[config.mk]
export PLATFORM = sky130hd
export DESIGN_NAME = tdm_demux_1to6
export DESIGN_NICKNAME = d
export VERILOG_FILES = /design/src/rtl/tdm_demux_1to6.sv
export SDC_FILE = /design/constraint.sdc
export NUM_CORES = 1
export LEC_CHECK = 0
export ABC_AREA = 1
export CAP_MARGIN = 5
export CORE_AREA = 4 4 47 49
export CTS_CLUSTER_DIAMETER = 150
export DETAILED_ROUTE_END_ITERATION = 8
export DIE_AREA = 0 0 51 53
export GPL_TIMING_DRIVEN = 0
export PLACE_DENSITY = 0.72
export SETUP_SLACK_MARGIN = 0.15
export SYNTH_ARGS = -nofsm -noshare
export SYNTH_HDL_FRONTEND = slang
export SYNTH_SLANG_ARGS = --single-unit
[constraint.sdc]
create_clock -name clk -period 2 [get_ports clk]
set_clock_uncertainty 0.2 [all_clocks]
set_input_delay 0.4 -clock clk [delete_from_list [all_inputs] [get_ports clk]]
set_output_delay 0.4 -clock clk [all_outputs]
set_load 0.02 [all_outputs]
[src/rtl/tdm_demux_1to6.sv]
// Receive side of the 6:1 TDM link: aligns on frame_sync, gathers slots in a shadow bank, commits full frames.
// Optional SYNC_ERR_EN adds a sticky misalignment flag on sync_err (tied to 0 otherwise).
module tdm_demux_1to6 #(
    parameter int unsigned W     = 1,
    parameter int unsigned NSLOT = 6
) (
    input  logic               clk,
    input  logic               rst,
    input  logic               en,
    input  logic [W-1:0]       din,
    input  logic               frame_sync,
    output logic [NSLOT*W-1:0] dout,
    output logic               frame_valid,
    output logic [2:0]         slot,
    output logic               locked,
    output logic               sync_err
);

    typedef enum logic {HUNT, RUN} state_t;

    localparam logic [2:0] LAST = 3'(NSLOT - 1);

    state_t               state, state_n;
    logic [2:0]           slot_n;
    logic [W-1:0]         shadow [NSLOT-1];
    logic [NSLOT*W-1:0]   frame_n;
    logic                 wr_en;
    logic [2:0]           wr_idx;
    logic                 commit;
    logic                 misalign;

    always_ff @(posedge clk) begin
        if (rst) begin
            state <= HUNT;
        end else begin
            state <= state_n;
        end
    end

    always_comb begin
        state_n  = state;
        slot_n   = slot;
        wr_en    = 1'b0;
        wr_idx   = '0;
        commit   = 1'b0;
        misalign = en && frame_sync && (state == RUN) && (slot != 3'd0);
        if (en) begin
            if (state == HUNT) begin
                if (frame_sync) begin
                    wr_en   = 1'b1;
                    slot_n  = 3'd1;
                    state_n = RUN;
                end
            end else begin
                // A sync seen anywhere but slot 0 (slot 5 included) restarts the frame at slot 0.
                commit = !misalign && (slot == LAST);
                wr_en  = !commit;
                wr_idx = misalign ? 3'd0 : slot;
                if (misalign) begin
                    slot_n = 3'd1;
                end else if (commit) begin
                    slot_n = 3'd0;
                end else begin
                    slot_n = slot + 3'd1;
                end
            end
        end
    end

    always_comb begin
        frame_n = '0;
        for (int unsigned k = 0; k < NSLOT - 1; k++) begin
            frame_n[k*W +: W] = shadow[k];
        end
        frame_n[(NSLOT-1)*W +: W] = din;
    end

    always_ff @(posedge clk) begin
        if (rst) begin
            slot        <= '0;
            dout        <= '0;
            frame_valid <= 1'b0;
            for (int unsigned k = 0; k < NSLOT - 1; k++) begin
                shadow[k] <= '0;
            end
        end else begin
            slot        <= slot_n;
            frame_valid <= commit;
            if (commit) begin
                dout <= frame_n;
            end
            for (int unsigned k = 0; k < NSLOT - 1; k++) begin
                if (wr_en && (wr_idx == 3'(k))) begin
                    shadow[k] <= din;
                end
            end
        end
    end

    assign locked = (state == RUN);

`ifdef SYNC_ERR_EN
    logic err_q;

    always_ff @(posedge clk) begin
        if (rst) begin
            err_q <= 1'b0;
        end else if (misalign) begin
            err_q <= 1'b1;
        end
    end

    assign sync_err = err_q;
`else
    assign sync_err = 1'b0;
`endif

endmodule

==> tab_implementation.tex, run 1 <==
\begin{tabular}{lr}
\hline
Metric & Value \\
\hline
\multicolumn{2}{l}{\textbf{Place}} \\
RD Place Congestion & 0.776 \\
Pre-CTS WS & -0.273 ns \\
Count of placed standard cells including taps & 136 \\
Total of buffers placed on input and output ports & 15 \\
Area of placed instances & 997 um2 \\
Final HPWL DP & 1110 um \\
\multicolumn{2}{l}{\textbf{Synth}} \\
Total nets after synthesis & 102 \\
Distinct cell type count of the synthesized netlist & 24 \\
Top cells by area in the synthesized netlist & dfxtp\_1 27\%, edfxtp\_1 18\%, a21oi\_1 6.8\% \\
Cell count after synthesis & 94 \\
Average size of a mapped cell & 8.64 um2 \\
Portion of the post-synthesis area used by sequential elements & 45.6\% \\
Most common flop cell mapped by yosys & dfxtp\_1 \\
Most numerous cell types in the synthesized netlist & 11 x a21oi\_1, 11 x dfxtp\_1, 11 x inv\_1 \\
Post-synthesis sequential element count & 16 \\
Yosys top cell area share & 27.1\% \\
Share of async-settable or async-resettable flops after synthesis & 0\% \\
Number of flops mapped to enable cells by yosys & 5 \\
Netlist area before placement & 812 um2 \\
Yosys top cell by area & dfxtp\_1 \\
Yosys warns & 0 \\
\multicolumn{2}{l}{\textbf{Timing}} \\
Achievable Freq & 0.561 GHz \\
Endpoints failing setup & 0 \\
Number of pins with negative max-slew slack in the final report & 0 \\
Worst setup slack after layout & 0.217 ns \\
Final period util & 89.2\% \\
Fin. Hold Viols & 0 \\
Crit path time final & 1.78 ns \\
RSZ-0062 raised after global routing & yes \\
\multicolumn{2}{l}{\textbf{Global routing}} \\
Vias in the first global route & 615 \\
Met3 GRT Util & 2.54\% \\
Overall Global Routing Usage & 12.3\% \\
First-pass GRT wire length & 2460 um \\
Number of antenna violations at the first check in global routing & 0 \\
GR Util met2 & 20.8\% \\
Met1 routing resource usage after global routing & 13.8\% \\
Global route total overflow & 0 \\
Most heavily used metal layer in global routing & met2 \\
Largest net degree at the start of global routing & 11 \\
\multicolumn{2}{l}{\textbf{Worst hold path}} \\
Hold Path End & dout[5]\$\_SDFFE\_PP0P\_ \\
Cell depth of the worst min-delay path & 2 \\
HP Start & dout[5]\$\_SDFFE\_PP0P\_ \\
Kind of path behind the tightest hold check & reg -> reg \\
\multicolumn{2}{l}{\textbf{Floorplan}} \\
Core area & 1860 um2 \\
Die area & 2700 um2 \\
Chip width & 51 um \\
Cell row count & 16 \\
Effective utilization at floorplan & 43.6\% \\
Top-Level Pins & 17 \\
Die span in y & 53 um \\
\multicolumn{2}{l}{\textbf{Detailed routing}} \\
Routed length per placed instance & 11.1 um \\
Post-detailed-routing wire length & 1630 um \\
Count of unresolved DRC violations after routing & 0 \\
Number of iterations in the first detailed-routing pass & 4 \\
Antenna-violating nets left & 0 \\
Detail-routed via count per cell & 4.81 \\
Number of vias after detailed routing & 707 \\
Initial detailed-routing violation count & 9 \\
\multicolumn{2}{l}{\textbf{Power and ir drop}} \\
Internal Pwr Total & 462 uW \\
Total power divided by cell area & 559 nW/um2 \\
Switching Power & 169 uW \\
Highest ir drop seen on vdd & 0.000428 V \\
Part of the power in combinational logic & 16.9\% \\
Net switching share of the total power & 26.7\% \\
Seq pwr share & 56.2\% \\
Leakage power figure & 0.558 nW \\
Total power consumption of the routed design & 631 uW \\
Clk pwr share & 26.8\% \\
\multicolumn{2}{l}{\textbf{Clock tree}} \\
Root buffer selected by CTS & clkbuf\_4 \\
Buffer depth of the longest clock path & 2 \\
Clock sink count & 16 \\
Clk pin slew, worst setup/hold paths & 0.08 ns \\
Clock tree from TritonCTS & yes \\
Clock insertion delay at the later pin of the skew report & 0.28 ns \\
Number of buffers created by CTS & 3 \\
H-tree depth & 1 \\
\multicolumn{2}{l}{\textbf{Final layout}} \\
Post-route insts no fill & 147 \\
Antenna diode count & 0 \\
Post-Route Utilization & 60.7\% \\
Layout Nets & 129 \\
Area used by multi-input combinational logic & 403 um2 \\
Register area & 378 um2 \\
Total of fill cells in the finished design & 178 \\
Layout cell share with drive strength beyond 1 & 28.3\% \\
Fin area & 1130 um2 \\
Signed area change from the synthesized netlist to the final layout & 39.1\% \\
\multicolumn{2}{l}{\textbf{Worst setup path}} \\
Slowest-stage cell, CP & clkdlybuf4s50\_1 \\
Largest delay contributor family on the critical path & buffers and inverters \\
WP data required & 1.40 ns \\
Reg-to-reg critical path startpoint & slot[1]\$\_SDFFE\_PP0P\_ \\
Maximum single-stage delay on the critical path & 0.59 ns \\
CP cell instances & clkdlybuf4s50\_1 \\
Largest fanout on the critical path & 1 \\
Kind of end point of the critical path & primary output \\
Worst r2r dst & shadow[0][4]\$\_DFFE\_PP\_ \\
Arrival time of the worst setup path & 1.18 ns \\
Setup slack of the most critical reg-to-reg path & 0.25 ns \\
Number of buffers and inverters on the critical path & 1 \\
Depth of the worst register-to-register path & 10 \\
Class of the most critical setup path & reg -> out \\
Launching element type of the critical path & register \\
\multicolumn{2}{l}{\textbf{Flow run}} \\
Total of max-cap violations & 0 \\
\multicolumn{2}{l}{\textbf{Outcome}} \\
Result of the run & complete, no violations \\
\hline
\end{tabular}
[worst max path at each step]
stage	depth (start not counted)	to	start
floorplan	9	shadow[0][0]$_DFFE_PP_	slot[1]$_SDFFE_PP0P_
global route	10	shadow[0][4]$_DFFE_PP_	slot[1]$_SDFFE_PP0P_
global placement	9	shadow[0][1]$_DFFE_PP_	en
CTS	10	shadow[0][4]$_DFFE_PP_	slot[1]$_SDFFE_PP0P_
detailed placement	9	shadow[0][1]$_DFFE_PP_	en
finish	1	frame_valid	frame_valid$_SDFF_PP0_
[flip-flops by register name (all words and copies together) (netlist names)]
name / flops
dout: 6
frame_valid: 1
locked: 1
shadow: 5
slot: 3
[cells in the final DEF (no fill, tap or decap), drive strengths merged, types with 2 or more instances in the layout]
cell,n
ha,3
nand2,12
clkdlybuf4s50,3
buf,9
inv,14
nand3,9
dfxtp,11
dlygate4sd2,6
a21oi,11
edfxtp,5
clkinv,3
o21ai,10
nor2,7
o31ai,2
clkbuf,4
dlymetal6s2s,6
[metal layers]
layer,vias to the layer above,share of wire [%]
li1,366,-
met1,305,44
met2,27,47
met3,9,5.7
met4,0,3.5
met5,-,0
[through the flow]
step | hold WS (ns) | TNS [ns]
floorplan | 0.265 | 0
global placement | 0.229 | -1.54
global route | 0.262 | 0
finish | 0.241 | 0
detailed placement | 0.234 | -1.83
CTS | 0.247 | 0
[power by group through the flow]
stage	sequential (mW)	clock [mW]	combinational [mW]
global route	0.357	0.195	0.117
CTS	0.356	0.174	0.0859
finish	0.355	0.169	0.107
global placement	0.363	0	0.0874
floorplan	0.368	0	0.0524
detailed placement	0.363	0	0.0892
[area by class of cell]
class	instances	area share (%)
buffer	3	1.66
timing repair buffer	22	18.6
clock inverter	1	0.332
inverter	16	5.32
clock buffer	3	1.99
sequential	16	33.4
multi-input combinational	59	35.7
tap	27	2.99
[repair_timing]
| item | 4_1_cts | 5_1_grt |
|---|---|---|
| setup endpoints to repair | 9 | 11 |
| pin swaps | 2 | 5 |
| gates resized for setup | 9 | 15 |
| buffers inserted | 0 | 7 |
| hold buffers | 0 | 0 |
[kinds of logic (layout without fill, tap and decap cells)]
logic type      Yosys count  count (layout)  synth area share, %
compound gates           25              25                 16.5
flops                    16              16                 45.6
fa+ha+maj                 3               3                 4.62
simple gates             30              30                 23.1
buf+inv                  19              45                 9.71
other cells               1               1                0.462
Power figures use the tool's default switching activity.
==> run 2, diff against run 1 <==
- GPL_TIMING_DRIVEN: 0 -> unset
- REMOVE_ABC_BUFFERS: unset -> 1
==> run 2 against run 1 <==
Net effect:
- via count is the same
- sequential power is essentially flat
- cell area grew 2.2%
- combinational power grew 7%
- largest power group unchanged
==> tab_implementation.tex, run 2 (synthesis gave the netlist of run 1 again) <==
\begin{tabular}{lr}
\hline
Metric & Value \\
\hline
\multicolumn{2}{l}{\textbf{Place}} \\
Pre-CTS WS & -0.212 ns (+0.0610 ns) \\
Total of buffers placed on input and output ports & 15 (unchanged) \\
Final HPWL DP & 1180 um (+5.8\%) \\
RD Place Congestion & 0.794 (+2.3\%) \\
\multicolumn{2}{l}{\textbf{Worst setup path}} \\
Arrival time of the worst setup path & 1.72 ns (+0.54 ns) \\
Launching element type of the critical path & register \\
Slowest-stage cell, CP & dfxtp\_4 \\
WP data required & 1.92 ns (+0.52 ns) \\
Number of buffers and inverters on the critical path & 2 (+1) \\
CP cell instances & inv\_4 > ha\_4 > nand2\_4 > nand2\_4 > nand3\_4 > inv\_2 > nand3\_2 > nor3\_2 > nor2\_1 > nor2\_2 \\
Class of the most critical setup path & reg -> reg \\
Largest delay contributor family on the critical path & simple AND/OR/NAND/NOR gates \\
Largest fanout on the critical path & 5 (+4) \\
Kind of end point of the critical path & register \\
Maximum single-stage delay on the critical path & 0.38 ns (-0.21 ns) \\
Library cell appearing most often on the critical path & nand2\_4 \\
\multicolumn{2}{l}{\textbf{Power and ir drop}} \\
Total power divided by cell area & 592 nW/um2 (+6.0\%) \\
Leakage power figure & 0.607 nW (+8.8\%) \\
Total power consumption of the routed design & 684 uW (+8.3\%) \\
Highest ir drop seen on vdd & 0.000499 V (+17\%) \\
\multicolumn{2}{l}{\textbf{Global routing}} \\
Vias in the first global route & 666 (+8.3\%) \\
Global route total overflow & 0 (unchanged) \\
Largest net degree at the start of global routing & 14 (+3) \\
Overall Global Routing Usage & 13.5\% (+1.2 points) \\
Number of antenna violations at the first check in global routing & 0 (unchanged) \\
First-pass GRT wire length & 2720 um (+11\%) \\
\multicolumn{2}{l}{\textbf{Final layout}} \\
Total of fill cells in the finished design & 166 (-6.7\%) \\
Largest registers & dout (6), shadow (5), slot (3) \\
Register area & 374 um2 (-0.99\%) \\
Signed area change from the synthesized netlist to the final layout & 42.2\% \\
Area used by multi-input combinational logic & 405 um2 (+0.62\%) \\
Layout Nets & 129 (unchanged) \\
Max FFs per register & 6 (unchanged) \\
Antenna diode count & 0 (unchanged) \\
Most common library cell in the layout ignoring fill and taps & a21oi\_1 \\
Most frequent cells in the layout & 11 x a21oi\_1, 10 x dfxtp\_1, 10 x buf\_4 \\
Register containing the most flip-flops in the final layout & dout \\
Post-Route Utilization & 62.0\% (+1.3 points) \\
Layout cell share with drive strength beyond 1 & 30.8\% (+2.5 points) \\
\multicolumn{2}{l}{\textbf{Timing}} \\
Smallest hold slack & 0.242 ns (+0.00181 ns) \\
Final period util & 90.0\% (+0.86 points) \\
Fin. Hold Viols & 0 (unchanged) \\
Number of pins with negative max-slew slack in the final report & 0 (unchanged) \\
RSZ-0062 raised after global routing & no \\
Crit path time final & 1.80 ns (+0.0172 ns) \\
Worst setup slack after layout & 0.200 ns (-0.0172 ns) \\
Achievable Freq & 0.555 GHz (-0.96\%) \\
Endpoints failing setup & 0 (unchanged) \\
\multicolumn{2}{l}{\textbf{Clock tree}} \\
Clock sink count & 16 (unchanged) \\
Buffer depth of the longest clock path & 2 (unchanged) \\
Clock insertion delay at the later pin of the skew report & 0.29 ns (about the same) \\
Clk pin slew, worst setup/hold paths & 0.10 ns (+0.02 ns) \\
Number of buffers created by CTS & 3 (unchanged) \\
H-tree depth & 1 (unchanged) \\
Root buffer selected by CTS & clkbuf\_4 \\
Clock tree from TritonCTS & yes \\
\multicolumn{2}{l}{\textbf{Floorplan}} \\
Top-Level Pins & 17 (unchanged) \\
Cell row count & 16 (unchanged) \\
Chip width & 51 um (unchanged) \\
Core area & 1860 um2 (unchanged) \\
Die area & 2700 um2 (unchanged) \\
Die span in y & 53 um (unchanged) \\
Effective utilization at floorplan & 43.6\% (unchanged) \\
\multicolumn{2}{l}{\textbf{Detailed routing}} \\
Post-detailed-routing wire length & 1670 um (+2.5\%) \\
Highest routed layer & met4 \\
Routed length per placed instance & 11.4 um (+2.5\%) \\
Detail-routed via count per cell & 4.81 (unchanged) \\
Antenna-violating nets left & 0 (unchanged) \\
Initial detailed-routing violation count & 11 (+2) \\
Metal2 WL & 843 um (+9.8\%) \\
Number of vias after detailed routing & 707 (unchanged) \\
Routed wire length on met3 & 72 um (-23\%) \\
Detailed-routing wirelength on met1 & 728 um (+2.7\%) \\
Count of unresolved DRC violations after routing & 0 (unchanged) \\
Number of iterations in the first detailed-routing pass & 4 (unchanged) \\
\multicolumn{2}{l}{\textbf{Flow run}} \\
Total of max-cap violations & 0 (unchanged) \\
\multicolumn{2}{l}{\textbf{Outcome}} \\
Result of the run & complete, no violations \\
\multicolumn{2}{l}{\textbf{Worst hold path}} \\
Kind of path behind the tightest hold check & reg -> reg \\
\hline
\end{tabular}
run 2: cell count changes in the layout (fill, tap and decap cells not counted), sizes merged:
cell           before  now
clkdlybuf4s50       3    2
clkinv              3    1
dlymetal6s2s        6    9
inv                14   15
dlygate4sd2         6    4
buf                 9   10
run 2: report_power, final:
| part | leakage (nW) | internal, mW | switching (mW) | total [mW] |
|---|---|---|---|---|
| Combinational | 0.444 | 0.0495 | 0.0654 | 0.115 |
| Sequential | 0.142 | 0.347 | 0.00829 | 0.355 |
| Clock | 0.0210 | 0.111 | 0.103 | 0.214 |
| Total | 0.607 | 0.507 | 0.177 | 0.684 |
run 2: per-layer routing:
layer / vias to the layer above / GRT usage, %
li1: 365 / -
met1: 319 / 15.9
met2: 21 / 23.2
met3: 2 / 2.54
met4: 0 / 6.73
met5: - / 0
run 2: metrics by stage:
stage | instance area (um2) | TNS, ns | instances
6_report | 1150 | 0 | 147
5_1_grt | 1150 | 0 | 147
4_1_cts | 1070 | 0 | 145
3_5_place_dp | 1040 | -1.28 | 141
3_3_place_gp | 1040 | -0.757 | 141
2_1_floorplan | 793 | 0 | 91
run 2: worst reg2reg max path: stages (launching register included):
cell and delay [ns]:
dfxtp_4 0.38, inv_4 0.06, ha_4 0.13, nand2_4 0.07, nand2_4 0.10, nand3_4 0.08
inv_2 0.09, nand3_2 0.08, nor3_2 0.18, nor2_1 0.07, nor2_2 0.18
run 2: area by class of cell:
cell class	count	share of cell area (%)
clock buffers	4	3.14
inverters	16	5.42
multi-input cells	59	35.1
flip-flops and latches	16	32.4
well taps	27	2.93
repair buffers	25	21.0
run 2: timing repair:
| item | CTS | global route |
|---|---|---|
| gates resized for setup | 6 | 21 |
| pin swaps | 0 | 7 |
| buffers inserted | 0 | 2 |
| endpoints found under the setup margin | 9 | 14 |
| hold buffers | 0 | 0 |
run 2: worst paths after layout:
path / start / to / slack [ns] / depth (start not counted)
worst max-delay path: slot[0]$_SDFFE_PP0P_ / shadow[0][1]$_DFFE_PP_ / 0.20 / 10
worst min-delay path: dout[4]$_SDFFE_PP0P_ / dout[4]$_SDFFE_PP0P_ / 0.24 / 2
worst max register to register: slot[0]$_SDFFE_PP0P_ / shadow[0][1]$_DFFE_PP_ / 0.20 / 10
worst min register to register: dout[4]$_SDFFE_PP0P_ / dout[4]$_SDFFE_PP0P_ / 0.24 / 2
==> run 3, diff against run 2 <==
- SLEW_MARGIN: unset -> 20
==> results of run 3 <==
No change in the layout: final DEF, timing and power equal those of run 2.
